File: config.mk
export PLATFORM = sky130hd
export DESIGN_NAME = fetch_sequencer
export DESIGN_NICKNAME = d
export VERILOG_FILES = /design/src/rtl/fetch_sequencer.sv
export SDC_FILE = /design/constraint.sdc
export NUM_CORES = 1
export LEC_CHECK = 0
export ABC_AREA = 1
export BUFFER_PORTS_ARGS = -buffer_cell sky130_fd_sc_hd__buf_4
export CAP_MARGIN = 25
export CORE_UTILIZATION = 50
export DETAILED_ROUTE_END_ITERATION = 10
export PLACE_DENSITY = 0.88
export SLEW_MARGIN = 20
export SYNTH_ARGS = -nofsm -noshare
export SYNTH_HDL_FRONTEND = slang
export SYNTH_SLANG_ARGS = --single-unit
File: constraint.sdc
create_clock -name clk -period 2.2 [get_ports clk]
set_input_delay 0.22 -clock clk [delete_from_list [all_inputs] [get_ports clk]]
set_output_delay 0.22 -clock clk [all_outputs]
set_load 0.01 [all_outputs]
File: src/rtl/fetch_sequencer.sv
// fetch_sequencer: single-port instruction fetch front end.
// Issues one read request at a time to instruction memory, presents each
// returned word as PC/Instruction until the consumer takes it, and reacts
// to redirects (branch/jump), halt and start commands.
// mem_req and mem_addr are decoded straight from state registers so the
// request is visible in the same cycle the sequencer enters FETCH; every
// other output is a register.

module fetch_sequencer #(
  parameter bit AUTO_START = 1'b1,
  parameter int COUNT_W    = 16
) (
  input  logic               clk,
  input  logic               rst,
  input  logic               start,
  input  logic [15:0]        boot_addr,
  input  logic               halt,
  input  logic               redirect_valid,
  input  logic [15:0]        redirect_pc,
  input  logic               stall,
  output logic               mem_req,
  output logic [15:0]        mem_addr,
  input  logic               mem_ack,
  input  logic [31:0]        mem_rdata,
  output logic [15:0]        PC,
  output logic [31:0]        Instruction,
  output logic               instr_valid,
  output logic               busy,
  output logic               halted,
  output logic [COUNT_W-1:0] fetch_count
);

  typedef enum logic [1:0] {
    ST_IDLE   = 2'd0,
    ST_FETCH  = 2'd1,
    ST_HOLD   = 2'd2,
    ST_HALTED = 2'd3
  } state_t;

  state_t             r_state;
  logic [15:0]        r_fetch_pc;
  logic [15:0]        r_pc;
  logic [31:0]        r_instr;
  logic               r_valid;
  logic               r_busy;
  logic               r_halted;
  logic [COUNT_W-1:0] r_count;
  // Set by reset, cleared on the first clock: lets AUTO_START kick off
  // exactly one fetch from address zero after each reset release.
  logic               r_auto_pend;

  // Instruction addresses are word aligned; low two bits are forced to zero.
  logic [15:0]        w_boot_pc;
  logic [15:0]        w_redir_pc;
  logic [15:0]        w_next_pc;
  logic               w_launch;
  logic               w_count_full;

  assign w_boot_pc    = boot_addr & 16'hFFFC;
  assign w_redir_pc   = redirect_pc & 16'hFFFC;
  // 16-bit add wraps naturally: 0xFFFC + 4 = 0x0000.
  assign w_next_pc    = r_fetch_pc + 16'd4;
  // halt outranks start, so a start seen together with halt is dropped.
  assign w_launch     = start & ~halt;
  assign w_count_full = &r_count;

  // Sequencer FSM: state, fetch pointer, presented instruction and counters.
  // NOTE: every register here is assigned with <= so all of them update from
  // the same pre-edge values; a blocking = would let later statements see
  // half-updated state and simulate differently from the synthesized flops.
  always_ff @(posedge clk or negedge rst) begin
    // NOTE: rst is asynchronous, so every register (including the held
    // instruction) is cleared in the reset branch, independent of clk.
    if (!rst) begin
      r_state     <= ST_IDLE;
      r_fetch_pc  <= 16'h0000;
      r_pc        <= 16'h0000;
      r_instr     <= 32'h0000_0000;
      r_valid     <= 1'b0;
      r_busy      <= 1'b0;
      r_halted    <= 1'b0;
      r_count     <= '0;
      r_auto_pend <= AUTO_START;
    end else begin
      r_auto_pend <= 1'b0;
      case (r_state)
        ST_IDLE, ST_HALTED: begin
          // Redirects are meaningless while not fetching and are ignored.
          if (w_launch) begin
            r_state    <= ST_FETCH;
            r_fetch_pc <= w_boot_pc;
            r_count    <= '0;
            r_busy     <= 1'b1;
            r_halted   <= 1'b0;
          end else if (r_auto_pend) begin
            r_state    <= ST_FETCH;
            r_fetch_pc <= 16'h0000;
            r_count    <= '0;
            r_busy     <= 1'b1;
            r_halted   <= 1'b0;
          end
        end

        ST_FETCH: begin
          if (halt) begin
            // Outstanding request is abandoned; a same-cycle ack is dropped.
            r_state  <= ST_HALTED;
            r_valid  <= 1'b0;
            r_busy   <= 1'b0;
            r_halted <= 1'b1;
          end else if (redirect_valid) begin
            // Re-issue at the new target; any same-cycle read data is stale.
            r_fetch_pc <= w_redir_pc;
            r_valid    <= 1'b0;
          end else if (mem_ack) begin
            r_state    <= ST_HOLD;
            r_pc       <= r_fetch_pc;
            r_instr    <= mem_rdata;
            r_valid    <= 1'b1;
            r_fetch_pc <= w_next_pc;
          end
        end

        ST_HOLD: begin
          if (halt) begin
            r_state  <= ST_HALTED;
            r_valid  <= 1'b0;
            r_busy   <= 1'b0;
            r_halted <= 1'b1;
          end else if (redirect_valid) begin
            // Held instruction is on the wrong path: drop it without counting.
            r_state    <= ST_FETCH;
            r_fetch_pc <= w_redir_pc;
            r_valid    <= 1'b0;
          end else if (!stall) begin
            // Consumer took the instruction this cycle.
            r_state <= ST_FETCH;
            r_valid <= 1'b0;
            if (!w_count_full) begin
              r_count <= r_count + COUNT_W'(1);
            end
          end
        end

        default: begin
          r_state  <= ST_IDLE;
          r_valid  <= 1'b0;
          r_busy   <= 1'b0;
          r_halted <= 1'b0;
        end
      endcase
    end
  end

  // Request interface is a direct decode of the state registers.
  assign mem_req     = (r_state == ST_FETCH);
  assign mem_addr    = r_fetch_pc;

  assign PC          = r_pc;
  assign Instruction = r_instr;
  assign instr_valid = r_valid;
  assign busy        = r_busy;
  assign halted      = r_halted;
  assign fetch_count = r_count;

endmodule

## Yosys cells after proc, flatten, opt, wreduce, memory -nomap -nowiden

Cells that the tools add are included.

| operators by class | value |
|---|---|
| reductions and logical operators | 12 |
| divide/modulo/power cells | 0 |
| magnitude comparators | 0 |
| bitwise gates (word level) | 3 |
| $mul | 0 |
| eq/ne operators | 16 |
| multiplexer cells | 38 |
| add/subtract/negate cells | 2 |
| shift operators | 0 |

Operators by type and width:

| cell | number |
|---|---|
| $mux 16 | 12 |
| $pmux 16 s3 | 1 |
| $pmux 16 s2 | 1 |
| $add 16x1->16 const B | 1 |
| $add 16x3->16 const B | 1 |
| $mux 2 | 8 |
| $reduce_and 16->1 | 1 |
| $mux 1 | 12 |
| $ne 2x2->1 const B | 6 |
| $reduce_and 4->1 | 2 |
| $ne 3x2->1 const B | 2 |
| $ne 3x3->1 const B | 2 |
| $pmux 1 s2 | 3 |
| $pmux 2 s3 | 1 |
| $reduce_and 6->1 | 1 |
| $reduce_and 5->1 | 1 |
| $eq 2x2->1 const B | 2 |
| $ne 4x3->1 const B | 1 |
| $ne 4x4->1 const B | 1 |
| $reduce_bool 2->1 | 2 |
| $reduce_or 2->1 | 2 |
| $reduce_and 3->1 | 1 |
| $eq 2x1->1 const B | 1 |
| $logic_not 2->1 | 1 |
| 4 further kinds | 5 |

| storage, ports and cells | value |
|---|---|
| logic and storage cells | 80 |
| memories kept | 0 |
| register bits after elaboration | 86 |
| bits in latches | 0 |
| input port bits | 71 |
| memory bits (read-only) | 0 |
| memory bits (writable) | 0 |
| output and inout port bits | 84 |

## Longest topological paths before layout

Gate-level depths: netlist (run 1).

| depth | value |
|---|---|
| depth after elaboration | 6 |
| depth in mapped cells | 12 |
| mapped depth without buffers | 11 |

## Worst setup path before layout (run 1)

No wires, ideal clock.

| timing path | value |
|---|---|
| path type | register to register |
| start | register r_state[0] |
| end | register r_count[12], in the netlist fetch_count[12] |
| stages on the path, launching flop included | 12 |
| period minus slack after synthesis | 1.786 ns |
| arrival | 1.669 ns |
| path buffers | 2 |
| data required time | 2.083 ns |
| setup slack | 0.414 ns |
| library setup time | 0.117 ns |
| cells stage by stage | dfrtp_1 > inv_1 > ha_1 > inv_1 > nor2_1 > nand2_1 > nand4_1 > or2_0 > buf_2 > buf_2 > nand3_1 > nand2_1 |

| on the way | value |
|---|---|
| longest elaborated chain between the ends | 4 |
| elaborated cells between the ends (all ways) | 12 |
| those cells by class | eq/ne: 7; mux: 1; reduce/logical: 4 |

RTL lines:

| element | line | text |
|---|---|---|
| start: declaration | 40 | `state_t r_state;` |
| start signal: assignment | 75 | `r_state <= ST_IDLE;` |
| start signal: assignment | 90 | `r_state <= ST_FETCH;` |
| start signal: assignment | 96 | `r_state <= ST_FETCH;` |
| $eq 2x2->1 or $logic_not 2->1 (tied branches) | 86 | `case (r_state)` |
| $reduce_or 2->1 | 86 |  |
| $ne 3x3->1 (no line) or $reduce_bool 2->1 (tied branches) | n/a |  |
| $reduce_and 6->1 (no line) | n/a |  |
| end signal: assignment | 140 | `r_count <= r_count + COUNT_W'(1);` |
| end: declaration | 47 | `logic [COUNT_W-1:0] r_count;` |

Parallel ways exist; a longest one is shown, timed or not.
A chain may end at the register's enable or synchronous reset.

## Worst setup path after layout (run 1)

| timing path | value |
|---|---|
| start | register r_state[0] |
| end | register r_count[3], in the netlist fetch_count[3] |

Same word-level chain as after synthesis.

==> results of run 1 <==
==> stage by stage <==
step,utilization,std cells
floorplan,-,551
global placement,0.669,784
detailed placement,0.669,784
CTS,0.702,800
global route,0.703,800
finish,0.703,800
==> path summary, 6_finish.rpt <==
check / endpoint / slack [ns] / cells past startpoint
min in group asynchronous: Instruction[11] / 0.41 / 2
setup / recovery: fetch_count[3] / 0.21 / 11
max in group asynchronous: Instruction[28] / 1.20 / 3
hold reg to reg: PC[8] / 0.49 / 2
hold / removal: Instruction[8] / 0.09 / 2
setup reg to reg: fetch_count[3] / 0.21 / 11
==> layer usage <==
| layer | GRT usage | share of wire | vias to the layer above |
|---|---|---|---|
| met4 | 0.0958 | 0.016 | 0 |
| li1 | - | - | 2049 |
| met3 | 0.0427 | 0.084 | 13 |
| met5 | 0 | 0 | - |
| met2 | 0.417 | 0.46 | 221 |
| met1 | 0.334 | 0.44 | 1928 |
==> Yosys cell counts, types with 2 or more instances <==
| master | count | area share |
|---|---|---|
| nand2_1 | 156 | 0.13 |
| dfrtp_1 | 81 | 0.46 |
| nor2_1 | 62 | 0.053 |
| nand3_1 | 41 | 0.047 |
| o21ai_0 | 39 | 0.044 |
| inv_1 | 33 | 0.028 |
| mux2_2 | 32 | 0.082 |
| a21oi_1 | 30 | 0.034 |
| xor2_1 | 14 | 0.028 |
| clkbuf_1 | 11 | 0.0094 |
| buf_2 | 9 | 0.010 |
| nand4_1 | 7 | 0.0099 |
| buf_4 | 4 | 0.0068 |
| ha_1 | 4 | 0.011 |
| nand2_2 | 3 | 0.0043 |
| buf_6 | 2 | 0.0051 |
| nand2_4 | 2 | 0.0051 |
| nor2_2 | 2 | 0.0028 |
| nor3b_1 | 2 | 0.0034 |
==> worst reg2reg max path: stages, from the launching register on <==
cell,delay (ns)
dfrtp_1,0.36
inv_1,0.06
ha_1,0.31
inv_1,0.16
nor2_1,0.06
nand2_1,0.12
nand4_1,0.15
or2_0,0.23
buf_4,0.21
nand2_8,0.14
nand2_1,0.07
nand2_1,0.06
==> cells by family after synthesis <==
family	after synthesis	share of synthesized area
buf+inv	62	0.0621
compound gates	71	0.0814
other cells	1	0.000850
xor+xnor	15	0.0298
mux	32	0.0817
flops	82	0.465
fa+ha+maj	4	0.0113
simple gates	280	0.267
==> registers in the layout (all words and copies together), names as in the netlist <==
| signal | flops |
|---|---|
| Instruction | 32 |
| halted | 1 |
| r_auto_pend | 1 |
| fetch_count | 16 |
| PC | 14 |
| mem_addr | 14 |
| r_state | 2 |
| instr_valid | 1 |
| busy | 1 |
==> layout make-up <==
type | count | share of cell area
Multi-Input combinational cell | 407 | 0.359
Sequential cell | 82 | 0.348
Timing Repair Buffer | 156 | 0.203
Clock inverter | 6 | 0.0234
Inverter | 35 | 0.0223
Tap cell | 105 | 0.0223
Clock buffer | 9 | 0.0210
==> power by group through the flow <==
stage	Sequential (W)	Clock [W]	Combinational, W
after floorplan	0.00272	0	0.00192
after detailed placement	0.00252	0	0.00364
after CTS	0.00249	0.00144	0.00367
final	0.00250	0.00142	0.00373
after global routing	0.00258	0.00152	0.00413
after global placement	0.00248	0	0.00352
==> repair_timing <==
item | CTS | global route
setup endpoints to repair | 0 | 15
gates resized for setup | 0 | 2
hold buffers | 1 | 0
hold endpoints to repair | 40 | 0
==> impl_metrics.json, run 1 <==
{
  "clk_pin_slew_ns": 0.08,
  "maxCapViolCount": 0,
  "path_delay_family": "simple AND/OR/NAND/NOR gates",
  "drive_above_1_share": 0.311,
  "drtPass1Iterations": 5,
  "async_flop_share": 1.00,
  "drt_wl_total_mm": 11.3,
  "cts.sinks": 82,
  "post-cts-setup-buffer-count": 0,
  "crit_start": "r_state[0]",
  "placed_cell_area_um2": 5610,
  "drt_iter0_markers": 230,
  "drtAntennaViolNets": 0,
  "cp-start-kind": "flop",
  "whs_ns": 0.0943,
  "ys_types": 32,
  "max_freq_mhz": 503,
  "grt_pass1_wl_mm": 17.8,
  "critical_path.max_stage_delay_ns": 0.36,
  "worst_pin_slew_ns": 0.563,
  "setup_slack_ns": 0.214,
  "synthesis.area_um2": 4410,
  "min_path_type": "in2reg",
  "pre_cts_slack_ns": 0.208,
  "p_leak_nw": 2.93,
  "cp_slowest_cell": "dfrtp_1",
  "dieHeight_um": 95.9,
  "clock_power_share": 0.186,
  "cp_common_cell": "nand2_1",
  "p_sw_w": 0.00306,
  "grtUsageTotal": 0.253,
  "final_area_um2": 5890,
  "synthToLayoutAreaGrowth_pct": 33.6,
  "setup_tns_ns": 0,
  "nFillCells": 611,
  "hold_viol": 0,
  "clk_latency_ns": 0.35,
  "wire_per_inst_um": 14.2,
  "period_share": 0.903,
  "power.density_nw_per_um2": 1300,
  "grt_pass1_vias": 3849,
  "switching_share": 0.400,
  "hold_path.startpoint": "mem_rdata[8]",
  "die_w_um": 95.9,
  "clockRootBuffer": "clkbuf_8",
  "num_rows": 33,
  "gp_congestion": 0.916,
  "grt_setup_unrepaired": "false",
  "viasPerCell": 5.26,
  "r2r-start": "r_state[0]",
  "regArea_um2": 2050,
  "ys_seq_elements": 82,
  "end_kind": "flop",
  "antenna_found_initial": 0,
  "num_vias": 4211,
  "internal_power_w": 0.00459,
  "crit_path_cell_trace": "inv_1 > ha_1 > inv_1 > nor2_1 > nand2_1 > nand4_1 > or2_0 > buf_4 > nand2_8 > nand2_1 > nand2_1",
  "final_cell_mix": "156 x nand2_1, 153 x buf_4, 81 x dfrtp_1",
  "die_area_um2": 9200,
  "pwr-share-comb": 0.487,
  "cts_buffers": 9,
  "cts_tree": "built",
  "slew_headroom": 0.625,
  "synth-main-ff-cell": "dfrtp_1",
  "power.total_w": 0.00765,
  "status": "complete, no violations",
  "slew_viol_final": 0,
  "synth_edf_count": 0,
  "place.detailed.hpwl_mm": 8.33,
  "min_period_ns": 1.99,
  "seqPwrFrac": 0.327,
  "antenna_cells": 0,
  "cts_buffer_depth": 2,
  "fin_nets": 766,
  "ios": 155,
  "avgSynthCellArea_um2": 8.07,
  "gr-total-overflow": 0,
  "synth_cells": 547,
  "multi_input_area_um2": 2120,
  "ys_seq_area_frac": 0.465,
  "setup_viol": 0,
  "synth_warnings": 0,
  "critPathKind": "reg2reg",
  "crit_required_ns": 2.49,
  "initial_utilization": 0.526,
  "core-area_um2": 8380,
  "worstPathMaxFanout": 17,
  "drcViolationCount": 0,
  "grt_max_degree": 61,
  "ir_drop_mv": 0.883,
  "htree_levels": 3,
  "worst-path-buf-inv": 3,
  "cp.arrival_ns": 2.28,
  "io_buffers": 146,
  "mostFrequentLayoutCell": "nand2_1",
  "clock_skew_ns": 0.00871
}
Note: power is estimated with default switching activity, not from simulation.
==> inputs of run 2 (changes only) <==
Settings changed: GPL_TIMING_DRIVEN from default to 0.
==> run 2 against run 1 <==
First-iteration DRC count shrank 23%. Worst hold slack lost 0.0022 ns. Setup slack lost 0.073 ns. Global-route usage is 0.23 points higher. Largest power group unchanged. Sequential share of layout area fell by 0.10 points. Register-to-register slack worse by 0.07 ns.
==> impl_metrics.json, run 2 (same netlist as run 1, synthesis figures left out) <==
{
  "gp_congestion": 0.921,
  "htree_levels": 3,
  "critPathKind": "reg2reg",
  "hold_path.startpoint": "mem_rdata[8]",
  "cts_buffers": 9,
  "wl_met3_um": 785,
  "antenna_cells": 0,
  "die_area_um2": 9200,
  "holdPathStages": 2,
  "clockRootBuffer": "clkbuf_8",
  "r2r-start": "r_state[0]",
  "cts_buffer_depth": 2,
  "drtPass1Iterations": 5,
  "crit_required_ns": 2.44,
  "p_leak_nw": 2.93,
  "min_path_type": "in2reg",
  "post-cts-setup-buffer-count": 0,
  "r2r_slack_ns": 0.14,
  "core-area_um2": 8380,
  "slew_headroom": 0.509,
  "status": "complete, no violations",
  "maxCapViolCount": 0,
  "grtUsageTotal": 0.255,
  "cts_tree": "built",
  "cp-start-kind": "flop",
  "drive_above_1_share": 0.313,
  "num_rows": 33,
  "grt_pass1_vias": 3860,
  "synthToLayoutAreaGrowth_pct": 33.9,
  "ios": 155,
  "viasPerCell": 5.12,
  "place.detailed.hpwl_mm": 8.60,
  "slew_viol_final": 0,
  "end_kind": "flop",
  "antenna_found_initial": 0,
  "largest_register_ffs": 32,
  "rr_worst_depth": 11,
  "grt_setup_unrepaired": "false",
  "setup_viol": 0,
  "ir_drop_mv": 0.676,
  "num_vias": 4187,
  "hold-path-endpoint": "Instruction[8]",
  "final_cell_mix": "155 x nand2_1, 148 x buf_4, 81 x dfrtp_1",
  "gr-total-overflow": 0,
  "maxUsedRoutingLayer": "met4",
  "clock_skew_ns": 0.00826,
  "worst_r2r_endpoint": "fetch_count[1]",
  "die_w_um": 95.9,
  "clk_pin_slew_ns": 0.09,
  "drcViolationCount": 0,
  "grt_max_degree": 83,
  "met1_length_mm": 5.20,
  "io_buffers": 145,
  "wire_per_inst_um": 13.9,
  "fin_nets": 783,
  "hold_viol": 0,
  "placedCellCount": 801,
  "clk_latency_ns": 0.35,
  "nFillCells": 636,
  "cp.arrival_ns": 2.30,
  "worstPathMaxFanout": 10,
  "drt_wl_total_mm": 11.4,
  "period_share": 0.936,
  "max_freq_mhz": 486,
  "mostFrequentLayoutCell": "nand2_1",
  "min_period_ns": 2.06,
  "dieHeight_um": 95.9,
  "final_util": 0.705,
  "setup_tns_ns": 0,
  "grt_pass1_wl_mm": 18.1,
  "met2_length_mm": 5.19,
  "final_cells": 817,
  "power.density_nw_per_um2": 1280,
  "initial_utilization": 0.526,
  "drtAntennaViolNets": 0,
  "cts.sinks": 82,
  "worst_pin_slew_ns": 0.736,
  "drt_iter0_markers": 177
}
-- run 2: final cells by class --
cell class / instances / area [um^2] / area share
plain buffers: 27 / 143 / 0.0241
flip-flops and latches: 82 / 2050 / 0.347
multi-input cells: 407 / 2110 / 0.357
clock inverters: 6 / 115 / 0.0195
inverters: 35 / 131 / 0.0222
repair buffers: 146 / 1100 / 0.187
well taps: 105 / 131 / 0.0222
clock buffers: 9 / 124 / 0.0210
-- run 2: repair_timing --
item | 4_1_cts | 5_1_grt
hold buffers | 0 | 1
resized for setup | 0 | 4
endpoints found under the setup margin | 0 | 53
endpoints found under the hold margin | 0 | 81
-- run 2: worst max-delay path: stages (launching register included) --
cell and delay [ns]:
dfrtp_1 0.36, inv_1 0.06, ha_1 0.34, inv_2 0.12
nor2_1 0.05, nand2_1 0.12, nand4_1 0.13, or2_0 0.21
buf_2 0.18, buf_2 0.21, nand3_1 0.11, nand2_1 0.05
-- run 2: worst max-delay path by stage --
stage                from              end  slack, ns
6_report       r_state[0]   fetch_count[1]       0.14
5_1_grt        r_state[0]  fetch_count[10]       0.02
4_1_cts        r_state[0]   fetch_count[1]       0.12
3_5_place_dp   r_state[0]  fetch_count[15]       0.14
3_3_place_gp   r_state[0]   fetch_count[1]       0.19
2_1_floorplan  r_state[0]  fetch_count[12]       0.41
-- run 2: metal layers --
layer	global-route usage	vias up
li1	-	2085
met1	0.348	1914
met2	0.414	171
met3	0.0490	17
met4	0.0746	0
met5	0	-
-- run 2: metrics by stage --
step | hold slack (ns) | power [W] | area, um^2 | setup WS (ns)
6_report | 0.0921 | 0.00756 | 5910 | 0.140
5_1_grt | 0.0813 | 0.00819 | 5910 | 0.0160
4_1_cts | 0.0733 | 0.00756 | 5890 | 0.118
3_5_place_dp | 0.457 | 0.00623 | 5650 | 0.137
3_3_place_gp | 0.435 | 0.00612 | 5650 | 0.192
2_1_floorplan | -0.0756 | 0.00464 | 4430 | 0.414
-- run 2: where the power goes --
| group | internal [W] | switching (W) | leakage (nW) |
|---|---|---|---|
| clock | 0.000754 | 0.000563 | 0.116 |
| sequential | 0.00209 | 0.000415 | 1.04 |
| combinational | 0.00167 | 0.00207 | 1.78 |
| total | 0.00451 | 0.00305 | 2.93 |
